==> src/rtl/rle_pkg.sv <==
// Symbol format, special symbols and FSM state encoding for the RLE coefficient
// codec. The encoder and the decoder both import this package.
package rle_pkg;

  localparam int SYM_RUN_W  = 4;
  localparam int SYM_COEF_W = 12;
  localparam int ZRL_RUN    = 16;

  typedef struct packed {
    logic [SYM_RUN_W-1:0]         run;
    logic signed [SYM_COEF_W-1:0] value;
  } rle_sym_t;

  localparam rle_sym_t EOB = '{run: 4'd0,  value: 12'sd0};
  localparam rle_sym_t ZRL = '{run: 4'd15, value: 12'sd0};

  typedef enum logic [1:0] {
    ACCEPT = 2'd0,
    RUN    = 2'd1,
    VAL    = 2'd2,
    FILL   = 2'd3
  } rle_state_t;

endpackage

==> src/rtl/rle_dec.sv <==
// Run-length decoder: expands (run, value) symbols into blocks of BLOCK_LEN
// coefficients on an AXI-stream output, one coefficient per cycle.
//
// state  | meaning
// ACCEPT | waiting for a symbol; its first coefficient is loaded on the handshake
// RUN    | emitting the remaining zeros of a run (or of a ZRL)
// VAL    | emitting the latched value after its run of zeros
// FILL   | padding zeros to the end of the block (EOB or run overflow)
module rle_dec
  import rle_pkg::*;
#(
  parameter int COEF_WIDTH = 12,
  parameter int RUN_WIDTH  = 4,
  parameter int BLOCK_LEN  = 64
) (
  input  logic                            clk_i,
  input  logic                            rst_i,
  input  logic [RUN_WIDTH+COEF_WIDTH-1:0] s_axis_tdata,
  input  logic                            s_axis_tvalid,
  output logic                            s_axis_tready,
  input  logic                            s_axis_tlast,
  output logic [COEF_WIDTH-1:0]           m_axis_tdata,
  output logic                            m_axis_tvalid,
  input  logic                            m_axis_tready,
  output logic                            m_axis_tlast,
  output logic                            m_axis_tuser,
  output logic                            err_o
);

  localparam int IDX_W = $clog2(BLOCK_LEN);
  localparam int SYM_W = RUN_WIDTH + COEF_WIDTH;
  localparam int CNT_W = RUN_WIDTH + 1;

  rle_state_t            state;
  logic [IDX_W-1:0]      idx;
  logic [CNT_W-1:0]      cnt;
  logic [COEF_WIDTH-1:0] val_q;
  logic                  zrl_q;
  logic                  blk_last;
  logic                  rdy_en;

  logic [RUN_WIDTH-1:0]  sym_run;
  logic [COEF_WIDTH-1:0] sym_val;
  logic                  can_load, sym_hs, is_eob, is_zrl, ovf, at_end, last_now;
  logic                  emit;
  logic [COEF_WIDTH-1:0] emit_val;

  assign sym_run  = s_axis_tdata[SYM_W-1 -: RUN_WIDTH];
  assign sym_val  = s_axis_tdata[COEF_WIDTH-1:0];
  assign can_load = !m_axis_tvalid || m_axis_tready;
  // rdy_en keeps tready low through reset and until the first edge after it
  assign s_axis_tready = rdy_en && (state == ACCEPT) && can_load;
  assign sym_hs   = s_axis_tvalid && s_axis_tready;
  assign is_eob   = (sym_run == RUN_WIDTH'(EOB.run)) && (sym_val == COEF_WIDTH'(EOB.value));
  assign is_zrl   = (sym_run == RUN_WIDTH'(ZRL.run)) && (sym_val == COEF_WIDTH'(ZRL.value));
  assign at_end   = (idx == IDX_W'(BLOCK_LEN - 1));
  assign last_now = blk_last || (sym_hs && s_axis_tlast);

  always_comb begin
    ovf = 1'b0;
    if (is_zrl)
      ovf = (int'(idx) + ZRL_RUN) > BLOCK_LEN;
    else if (!is_eob)
      ovf = (int'(idx) + int'(sym_run)) > (BLOCK_LEN - 1);
  end

  // The coefficient loaded into the output register this cycle, if any
  always_comb begin
    emit     = 1'b0;
    emit_val = '0;
    case (state)
      ACCEPT: begin
        emit = sym_hs;
        if (!is_eob && !is_zrl && !ovf && (sym_run == '0))
          emit_val = sym_val;
      end
      VAL: begin
        emit     = can_load;
        emit_val = val_q;
      end
      default: emit = can_load;
    endcase
  end

  always_ff @(posedge clk_i or posedge rst_i) begin
    if (rst_i) begin
      state         <= ACCEPT;
      idx           <= '0;
      cnt           <= '0;
      val_q         <= '0;
      zrl_q         <= 1'b0;
      blk_last      <= 1'b0;
      rdy_en        <= 1'b0;
      m_axis_tvalid <= 1'b0;
      m_axis_tdata  <= '0;
      m_axis_tuser  <= 1'b0;
      m_axis_tlast  <= 1'b0;
      err_o         <= 1'b0;
    end else begin
      rdy_en <= 1'b1;
      if (can_load)
        m_axis_tvalid <= 1'b0;

      if (emit) begin
        m_axis_tvalid <= 1'b1;
        m_axis_tdata  <= emit_val;
        m_axis_tuser  <= (idx == '0);
        m_axis_tlast  <= at_end && last_now;
        idx           <= at_end ? '0 : idx + IDX_W'(1);
        blk_last      <= at_end ? 1'b0 : last_now;
      end

      case (state)
        ACCEPT: begin
          if (sym_hs) begin
            val_q <= sym_val;
            zrl_q <= is_zrl;
            if (is_eob || ovf) begin
              if (ovf)
                err_o <= 1'b1;
              state <= at_end ? ACCEPT : FILL;
            end else if (is_zrl) begin
              cnt   <= CNT_W'(ZRL_RUN - 1);
              state <= RUN;
            end else if (sym_run != '0) begin
              cnt   <= CNT_W'(sym_run) - CNT_W'(1);
              state <= (sym_run == RUN_WIDTH'(1)) ? VAL : RUN;
            end
          end
        end
        RUN: begin
          if (can_load) begin
            cnt <= cnt - CNT_W'(1);
            if (cnt == CNT_W'(1))
              state <= zrl_q ? ACCEPT : VAL;
          end
        end
        VAL: begin
          if (can_load)
            state <= ACCEPT;
        end
        FILL: begin
          if (can_load && at_end)
            state <= ACCEPT;
        end
        default: state <= ACCEPT;
      endcase
    end
  end

endmodule

==> config.mk <==
export PLATFORM = sky130hd
export DESIGN_NAME = rle_dec
export DESIGN_NICKNAME = d
export VERILOG_FILES = /design/src/rtl/rle_pkg.sv /design/src/rtl/rle_dec.sv
export SDC_FILE = /design/constraint.sdc
export NUM_CORES = 1
export LEC_CHECK = 0
export ABC_AREA = 1
export CORE_ASPECT_RATIO = 0.5
export CORE_UTILIZATION = 35
export DETAILED_ROUTE_END_ITERATION = 8
export HOLD_SLACK_MARGIN = 0.15
export SETUP_SLACK_MARGIN = 0.3
export SLEW_MARGIN = 40
export SYNTH_ARGS = -nofsm -noshare
export SYNTH_HDL_FRONTEND = slang
export SYNTH_SLANG_ARGS = --single-unit
==> constraint.sdc <==
create_clock -name clk_i -period 1.7 [get_ports clk_i]
set_input_delay 0.425 -clock clk_i [delete_from_list [all_inputs] [get_ports clk_i]]
set_output_delay 0.425 -clock clk_i [all_outputs]
set_load 0.01 [all_outputs]
# Yosys cells after proc, flatten, opt, wreduce, memory -nomap -nowiden
# Cells that the tools add are included.
# totals
inputBits	21
elab_cells	90
reg_bits	44
output_inout_bits	17
# classes
n_eq_ne	15
muxes	27
order_cmp	2
reduce_logical	29
n_addsub	5
# ops
op	count
$mux W5	5
$pmux W12 S2	1
$mux W2	11
$logic_not A12 Y1	1
$mux W12	1
$ne A2 B2 Y1 const B	6
$logic_and A1 B1 Y1	11
$pmux W5 S2	1
$pmux W2 S4	1
$add A6 B4 Y7	1
$add A6 B5 Y7 const B	1
$gt A7 B6 Y1 const B	1
$gt A7 B7 Y1 const B	1
$add A6 B1 Y6 const B	1
$eq A6 B6 Y1 const B	1
$logic_not A6 Y1	1
$mux W1	6
$mux W6	1
$reduce_and A6 Y1	1
$eq A5 B1 Y1 const B	1
$reduce_and A5 Y1	1
$sub A4 B1 Y5 const B	1
$sub A5 B1 Y5 const B	1
$eq A2 B2 Y1 const B	2
13 further kinds	19

# Longest topological paths before layout
# Gate-level depths: netlist of run 1.
# logic_depth
word_depth	9
mapped_depth	12
mapped_depth_nobuf	12

# Worst setup path after synthesis of run 1
# OpenSTA, ideal clock, no wires.
# synth_path
path_type	input-to-reg
from	in s_axis_tdata[12]
to	reg m_axis_tdata[4]
required_ns	1.626
setup_ns	0.074
path_slack_ns	-0.122
cell_stages	10
arrival_ns	1.748
path_buffers	1
cell_sequence	ha_1 -> fa_1 -> nand3_1 -> nand2_1 -> nand2_1 -> nand4_2 -> nor2_4 -> buf_6 -> a21oi_2 -> o21ai_2
# synth_between
elab_chain_len	9
word_cells_on_any_way	16
classes_between	add/sub (1); order compare (1); eq/ne (1); mux (4); reduce/logical (9)
# synth_lines
element	line_no	source
start, declared	rle_dec.sv:18	input logic [RUN_WIDTH+COEF_WIDTH-1:0] s_axis_tdata,
$add A6 B4 Y7 or $logic_not A4 Y1 (tied branches)	rle_dec.sv:64, rle_dec.sv:54, rle_dec.sv:74	
$gt A7 B6 Y1 or $logic_and A1 B1 Y1 (tied branches)	rle_dec.sv:64, rle_dec.sv:54	
$mux W1	rle_dec.sv:63	else if (!is_eob)
$mux W1	rle_dec.sv:61	if (is_zrl)
$logic_not A1 Y1	rle_dec.sv:74	if (!is_eob && !is_zrl && !ovf && (sym_run == '0))
$logic_and A1 B1 Y1	rle_dec.sv:74	
$logic_and A1 B1 Y1 *	rle_dec.sv:74	
$mux W12 *	rle_dec.sv:74	
$pmux W12 S2 *	rle_dec.sv:71	case (state)
end signal, assigned	rle_dec.sv:106	m_axis_tdata <= emit_val;
end, declared	rle_dec.sv:22	output logic [COEF_WIDTH-1:0] m_axis_tdata,
# Mark *: on every way between the ends. The rest lies on a longest branch, timed or not.
# A chain may end at the register's enable or synchronous reset.

# Final worst setup path of run 1
# layout_path
from	reg idx[0]
to	reg cnt[3]
# layout_between
elab_chain_len	7
word_cells_on_any_way	9
classes_between	add/sub (2); order compare (2); eq/ne (1); mux (2); reduce/logical (2)
# layout_lines
element	line_no	source
start, declared	rle_dec.sv:35	logic [IDX_W-1:0] idx;
start signal, assigned	rle_dec.sv:109	idx <= at_end ? '0 : idx + IDX_W'(1);
$add A6 B4 Y7	rle_dec.sv:64	ovf = (int'(idx) + int'(sym_run)) > (BLOCK_LEN - 1);
$gt A7 B6 Y1	rle_dec.sv:64	
$mux W1	rle_dec.sv:63	
$mux W1 *	rle_dec.sv:61	
$logic_or A1 B1 Y1 *	rle_dec.sv:118	if (is_eob || ovf) begin
$ne A2 B2 Y1 (no source line) *	-	
$reduce_and A5 Y1 (no source line) *	-	
end signal, assigned	rle_dec.sv:123	cnt <= CNT_W'(ZRL_RUN - 1);
end signal, assigned	rle_dec.sv:126	cnt <= CNT_W'(sym_run) - CNT_W'(1);
end signal, assigned	rle_dec.sv:133	cnt <= cnt - CNT_W'(1);
end, declared	rle_dec.sv:36	logic [CNT_W-1:0] cnt;
# Marks and branches as above.

==> results.md, run 1 <==
* Unique masters post-synth at 36
* Max FO, Critical Path at 5
* Final number of setup-violating endpoints at 20
* Via count of the routed design at 2399
* Vias in the first global route at 2321
* Final core utilization at 0.586
* Post-synth top area share at 0.421
* Leakage power at 2.00 nW
* Htree depth at 2
* Mean Syn Cell Area at 8.35 um2
* Hold/Removal Path Class: input port to async pin
* CP max-delay cell: dfrtp_1
* Unrepaired setup endpoints after global routing: true
* Hold_ws at 0.436 ns
* Fill cells at 590
* Die Ht at 63.1 um
* Largest net degree at the start of global routing at 35
* Reg2reg end: cnt[3]
* Layout area overhead at 55.6%
* Layout cells sized above 1 at 0.404
* Layout Nets at 445
* # rows at 21
* Total CTS buffers at 5
* Crit end category: register
* Mapped cell area at 0.00261 mm2
* Syn nets at 345
* Skew final at 0.00504 ns
* R2R Setup Slk at -0.15 ns
* 1st-iter DRT viols at 134
* Synth area leaders: dfrtp_1, nand2_1, o21ai_2, ha_1, nor2_1
* Clk buf depth at 2
* Ports at 38
* VDD IR max at 0.544 mV
* WL per Instance at 13.0 um
* Cell family with most CP delay: simple AND/OR/NAND/NOR gates
* Pwr dens at 1570 mW/mm2
* Routability congestion estimate at 0.779
* Setup CP Type: register to register
* Initial core utilization at 0.377
* Seq/Total Area, Yosys at 0.421
* Failing checks: setup timing
* Placed cell areas at 0.00354 mm2
* Worst-skew pair later-pin latency at 0.29 ns
* Design Area, Final at 0.00407 mm2
* Chip Width at 124 um
* Run status: finished, violations left
* IO buf count at 37
* Initial antenna violation count at 0
* Die footprint at 0.00784 mm2
* Place WS at -0.703 ns
* ANT nets after route at 0
* Global route total overflow at 0
* Most frequent cells in the layout: nand2_1, buf_4, dfrtp_1, inv_1, nor2_1
* Crit start category: register
* Root Buffer: clkbuf_16
* Endpoints failing hold at 0
* Crit path time final at 1.85 ns
* Yosys top cell by area: dfrtp_1
* Worst setup path start: idx[0]
* Clk slew on worst S/H paths at 0.06 ns
* Setup ws final at -0.150 ns
* Core Region at 0.00694 mm2
* Mapped Cells at 313
* 1st-pass router iterations at 4
* CTS tree: done
* Ys Warns at 0
* CP cell instances: ha_4 -> fa_2 -> nand3_2 -> nand2_2 -> nand2_4 -> inv_2 -> nand3_4 -> nand3_4 -> nand2_4 -> nand2_8 -> nand2_2 -> o21ai_2
* Routed Wire Length at 6580 um
* Required time of the critical path at 1.87 ns
* Ant diodes at 0
* Final period util at 1.09
* CP bufs+invs at 1
* WP depth at 12
* GRT Util Overall at 0.169
* R2R Path Start: idx[0]
* Dpl hpwl at 4520 um
* Post-synthesis sequential element count at 44
* CTS Sinks at 44
* Vias per cell at 4.75
* Cells on worst reg2reg path at 12
* Post-route DRC at 0
* First-pass GRT wire length at 10600 um
* Most common cell after layout, fill and taps aside: nand2_1
* Largest stage delay on the critical path at 0.40 ns
* Final Max Slew Viols at 0
* Crit path DAT at 2.02 ns
* Number of max-cap violations at 0
* Fmax at 541 MHz
* Final TNS setup at -1.83 ns
## flip-flops by register name, indices dropped and copies added, names as in the netlist, 2 cells and up
name,cells
m_axis_tdata,12
val_q,12
idx,6
cnt,5
state,2
## what timing repair did
action                     in CTS  in global routing
hold buffers                    0                  0
cloned                          1                  2
pin swaps                      16                 26
setup endpoints to repair      60                 49
gates resized for setup        50                 62
setup buffers                   1                 11
## worst max-delay path by stage
stage	slack [ns]	to
floorplan	-0.04	cnt[3]
global placement	-0.66	state[1]
detailed placement	-0.70	state[1]
CTS	-0.1	cnt[2]
global route	-0.22	cnt[3]
finish	-0.15	cnt[3]
## worst register-to-register path: stages (launching register included)
cell,delay (ns)
dfrtp_1,0.40
ha_4,0.16
fa_2,0.33
nand3_2,0.07
nand2_2,0.07
nand2_4,0.09
inv_2,0.05
nand3_4,0.09
nand3_4,0.09
nand2_4,0.13
nand2_8,0.10
nand2_2,0.09
o21ai_2,0.05
## area by class of cell
class	instances	area [um2]	share of cell area
inverters	37	176	0.0434
multi-input cells	226	1580	0.388
clock inverters	1	5.00	0.00123
well taps	92	115	0.0283
clock buffers	6	129	0.0317
flip-flops and latches	44	1100	0.271
repair buffers	99	962	0.237
## per-stage QoR
step / power (mW) / std cells
after floorplan: 3.68 / 313
after global placement: 4.75 / 483
after detailed placement: 4.83 / 483
after CTS: 5.83 / 492
after global routing: 6.87 / 505
final: 6.40 / 505
## cell families (layout without fill, tap and decap cells)
kind of cell	after synthesis	after routing	share of synthesized area
xor+xnor	5	5	0.0168
flops	44	44	0.421
fa+ha+maj	11	11	0.0555
compound gates	61	61	0.157
simple gates	147	148	0.271
buf+inv	44	143	0.0771
other cells	1	1	0.00143
## Yosys cell counts, drive strengths merged
master,count
and3,1
dfrtp,44
or2,1
and2,1
xor2,3
inv,36
ha,10
fa,1
o21bai,1
clkbuf,2
a21oi,22
conb,1
nand4,3
nor2,41
buf,5
o21ai,38
bufinv,1
nand3,16
nor3,2
nand2,81
xnor2,2
nand3b,1
## layer usage
| metal | vias to the layer above | wire (um) | track usage |
|---|---|---|---|
| met3 | 9 | 199 | 0.0348 |
| li1 | 1199 | - | - |
| met1 | 1150 | 3190 | 0.223 |
| met4 | 0 | 81 | 0.0633 |
| met5 | - | 0 | 0 |
| met2 | 41 | 3110 | 0.273 |
## report_power, final
part,switching (mW),internal (mW),leakage [nW]
Clock,0.400,0.535,0.0667
Sequential,0.301,1.52,0.552
Combinational,1.92,1.72,1.38
Total,2.62,3.78,2.00
(Power assumes the default switching activity.)
==> run 2: changes to the inputs <==
--- a/config.mk
+++ b/config.mk
@@ -7,7 +7,8 @@
 export LEC_CHECK = 0
 export ABC_AREA = 1
 export CORE_ASPECT_RATIO = 0.5
-export CORE_UTILIZATION = 35
+export CORE_UTILIZATION = 37
+export CTS_CLUSTER_DIAMETER = 120
 export DETAILED_ROUTE_END_ITERATION = 8
 export HOLD_SLACK_MARGIN = 0.15
 export SETUP_SLACK_MARGIN = 0.3
==> results.md, run 2 (synthesized netlist as in run 1, its figures left out) <==
* Ant diodes at 0 (unchanged)
* Setup ws final at -0.112 ns (+0.0373 ns)
* GRT Util Overall at 0.181 (+0.0125)
* Clk slew on worst S/H paths at 0.07 ns (about the same)
* IO buf count at 37 (unchanged)
* Place WS at -0.669 ns (+0.0339 ns)
* Post-Place Cells at 482 (-0.21%)
* Chip Width at 121 um (-2.7%)
* Fmax at 552 MHz (+2.1%)
* Post-route DRC at 0 (unchanged)
* First-pass GRT wire length at 10300 um (-2.7%)
* ANT nets after route at 0 (unchanged)
* Final number of setup-violating endpoints at 20 (unchanged)
* Hold/Removal Path Class: input port to async pin
* Die footprint at 0.00742 mm2 (-5.3%)
* Endpoints failing hold at 0 (unchanged)
* Crit path DAT at 1.99 ns (-0.03 ns)
* Hold Buf Count CTS at 0 (unchanged)
* VDD IR max at 0.720 mV (+33%)
* Via count of the routed design at 2310 (-3.7%)
* Cells on worst reg2reg path at 12 (unchanged)
* Crit path time final at 1.81 ns (-0.0373 ns)
* Core Region at 0.00675 mm2 (-2.7%)
* Final TNS setup at -1.43 ns (+0.397 ns)
* Worst-skew pair later-pin latency at 0.29 ns (about the same)
* Htree depth at 2 (unchanged)
* Layout cells sized above 1 at 0.386 (-0.0182)
* Largest net degree at the start of global routing at 21 (-40%)
* Ports at 38 (unchanged)
* Final cell count without fillers at 496 (-1.8%)
* Most common cell after layout, fill and taps aside: nand2_1
* Number of max-cap violations at 0 (unchanged)
* Placed cell areas at 0.00353 mm2 (-0.21%)
* Setup CP Type: register to register
* 1st-iter DRT viols at 124 (-7.5%)
* Most frequent cells in the layout: nand2_1, dfrtp_1, buf_4, inv_1, nor2_1
* WL per Instance at 12.4 um (-4.9%)
* Hold_ws at 0.436 ns (-0.000831 ns)
* R2R Path Start: idx[0]
* Dpl hpwl at 4500 um (-0.51%)
* Skew final at 0.00518 ns (+0.000148 ns)
* Run status: finished, violations left
* Reg2reg end: cnt[2]
* Routability congestion estimate at 0.861 (+11%)
* Final Max Slew Viols at 0 (unchanged)
* # rows at 21 (unchanged)
* Pwr dens at 1560 mW/mm2 (-0.73%)
* Total CTS buffers at 5 (unchanged)
* Initial core utilization at 0.387 (+0.0103)
* Top flop regs: m_axis_tdata: 12 flops, val_q: 12 flops, idx: 6 flops
* Worst setup path start: idx[0]
* Vias in the first global route at 2242 (-3.4%)
* Crit start category: register
* CTS tree: done
* Fill cells at 586 (-0.68%)
* Leakage power at 1.89 nW (-5.6%)
* Crit end category: register
* Vias per cell at 4.66 (-2.0%)
* Layout area overhead at 49.7%
* CTS Sinks at 44 (unchanged)
* Clk buf depth at 2 (unchanged)
* Routed Wire Length at 6150 um (-6.6%)
* R2R Setup Slk at -0.11 ns (+0.04 ns)
* Die Ht at 61.4 um (-2.7%)
* 1st-pass router iterations at 4 (unchanged)
* Design Area, Final at 0.00391 mm2 (-3.8%)
* Final period util at 1.07 (-0.0220)
* Failing checks: setup timing
* Layout Nets at 435 (-2.2%)
* Initial antenna violation count at 0 (unchanged)
* Unrepaired setup endpoints after global routing: true
* Required time of the critical path at 1.87 ns (about the same)
* Worst setup endpoint: cnt[2]
* Max FO, Critical Path at 5 (unchanged)
* Global route total overflow at 0 (unchanged)
* Root Buffer: clkbuf_16
==> run 2: cell types whose count changed in the layout (fill, tap and decap cells not counted), moves of 2 or more <==
cell,delta
dlymetal6s2s_1,-7
buf_4,-6
dlygate4sd2_1,+6
buf_6,-3
nand2_1,+3
nand2_4,-3
a21oi_1,+2
nand2_2,+2
nand2_8,-2
==> run 2: routing by layer <==
metal | up-vias | routed length (um) | global-route usage
met5 | - | 0 | 0
met1 | 1081 | 3000 | 0.241
met4 | 0 | 68 | 0.0494
li1 | 1181 | - | -
met2 | 40 | 2840 | 0.306
met3 | 8 | 246 | 0.0389
==> run 2: how the worst min path moves through the flow <==
stage | start | slack [ns] | endpoint
floorplan | rst_i | 0.43 | blk_last
global placement | err_o | 0.45 | err_o
detailed placement | err_o | 0.45 | err_o
CTS | rst_i | 0.44 | val_q[11]
global route | rst_i | 0.45 | val_q[10]
finish | rst_i | 0.44 | val_q[10]
==> run 2: repair_timing <==
action                                  4_1_cts  5_1_grt
pin swaps                                    22       15
endpoints found under the setup margin       60       51
gates resized for setup                      54       41
gates cloned                                  1        0
buffers inserted                              0        5
hold endpoints to repair                      0        0
==> run 2: area by class of cell <==
class                           instances  area [um2]  share of cell area
Multi-Input combinational cell        226        1520               0.389
Sequential cell                        44        1100               0.282
Timing Repair Buffer                   89         838               0.214
Inverter                               37         169              0.0432
Clock buffer                            5         125              0.0320
Tap cell                               92         115              0.0294
Clock inverter                          3        42.5              0.0109
==> run 2: metrics by stage <==
| stage | total power [mW] | utilization |
|---|---|---|
| finish | 6.11 | 0.579 |
| global route | 6.60 | 0.579 |
| CTS | 5.97 | 0.558 |
| detailed placement | 4.82 | 0.523 |
| global placement | 4.75 | 0.523 |
| floorplan | 3.68 | - |
==> run 2: where the power goes <==
group	leakage [nW]	total (mW)	internal, mW	switching, mW
Combinational	1.26	3.17	1.45	1.72
Clock	0.0798	1.12	0.691	0.432
Sequential	0.551	1.81	1.52	0.296
Total	1.89	6.11	3.66	2.44
==> run 2: critical path: stages, from the launching register on <==
cell and delay [ns]:
dfrtp_1 0.41, ha_4 0.17, fa_2 0.33, nand3_2 0.07, nand2_2 0.07, nand2_4 0.08, inv_2 0.05, nand3_4 0.07
nand3_4 0.11, nand2_4 0.12, nand2_4 0.09, nand2_2 0.08, o21ai_2 0.05
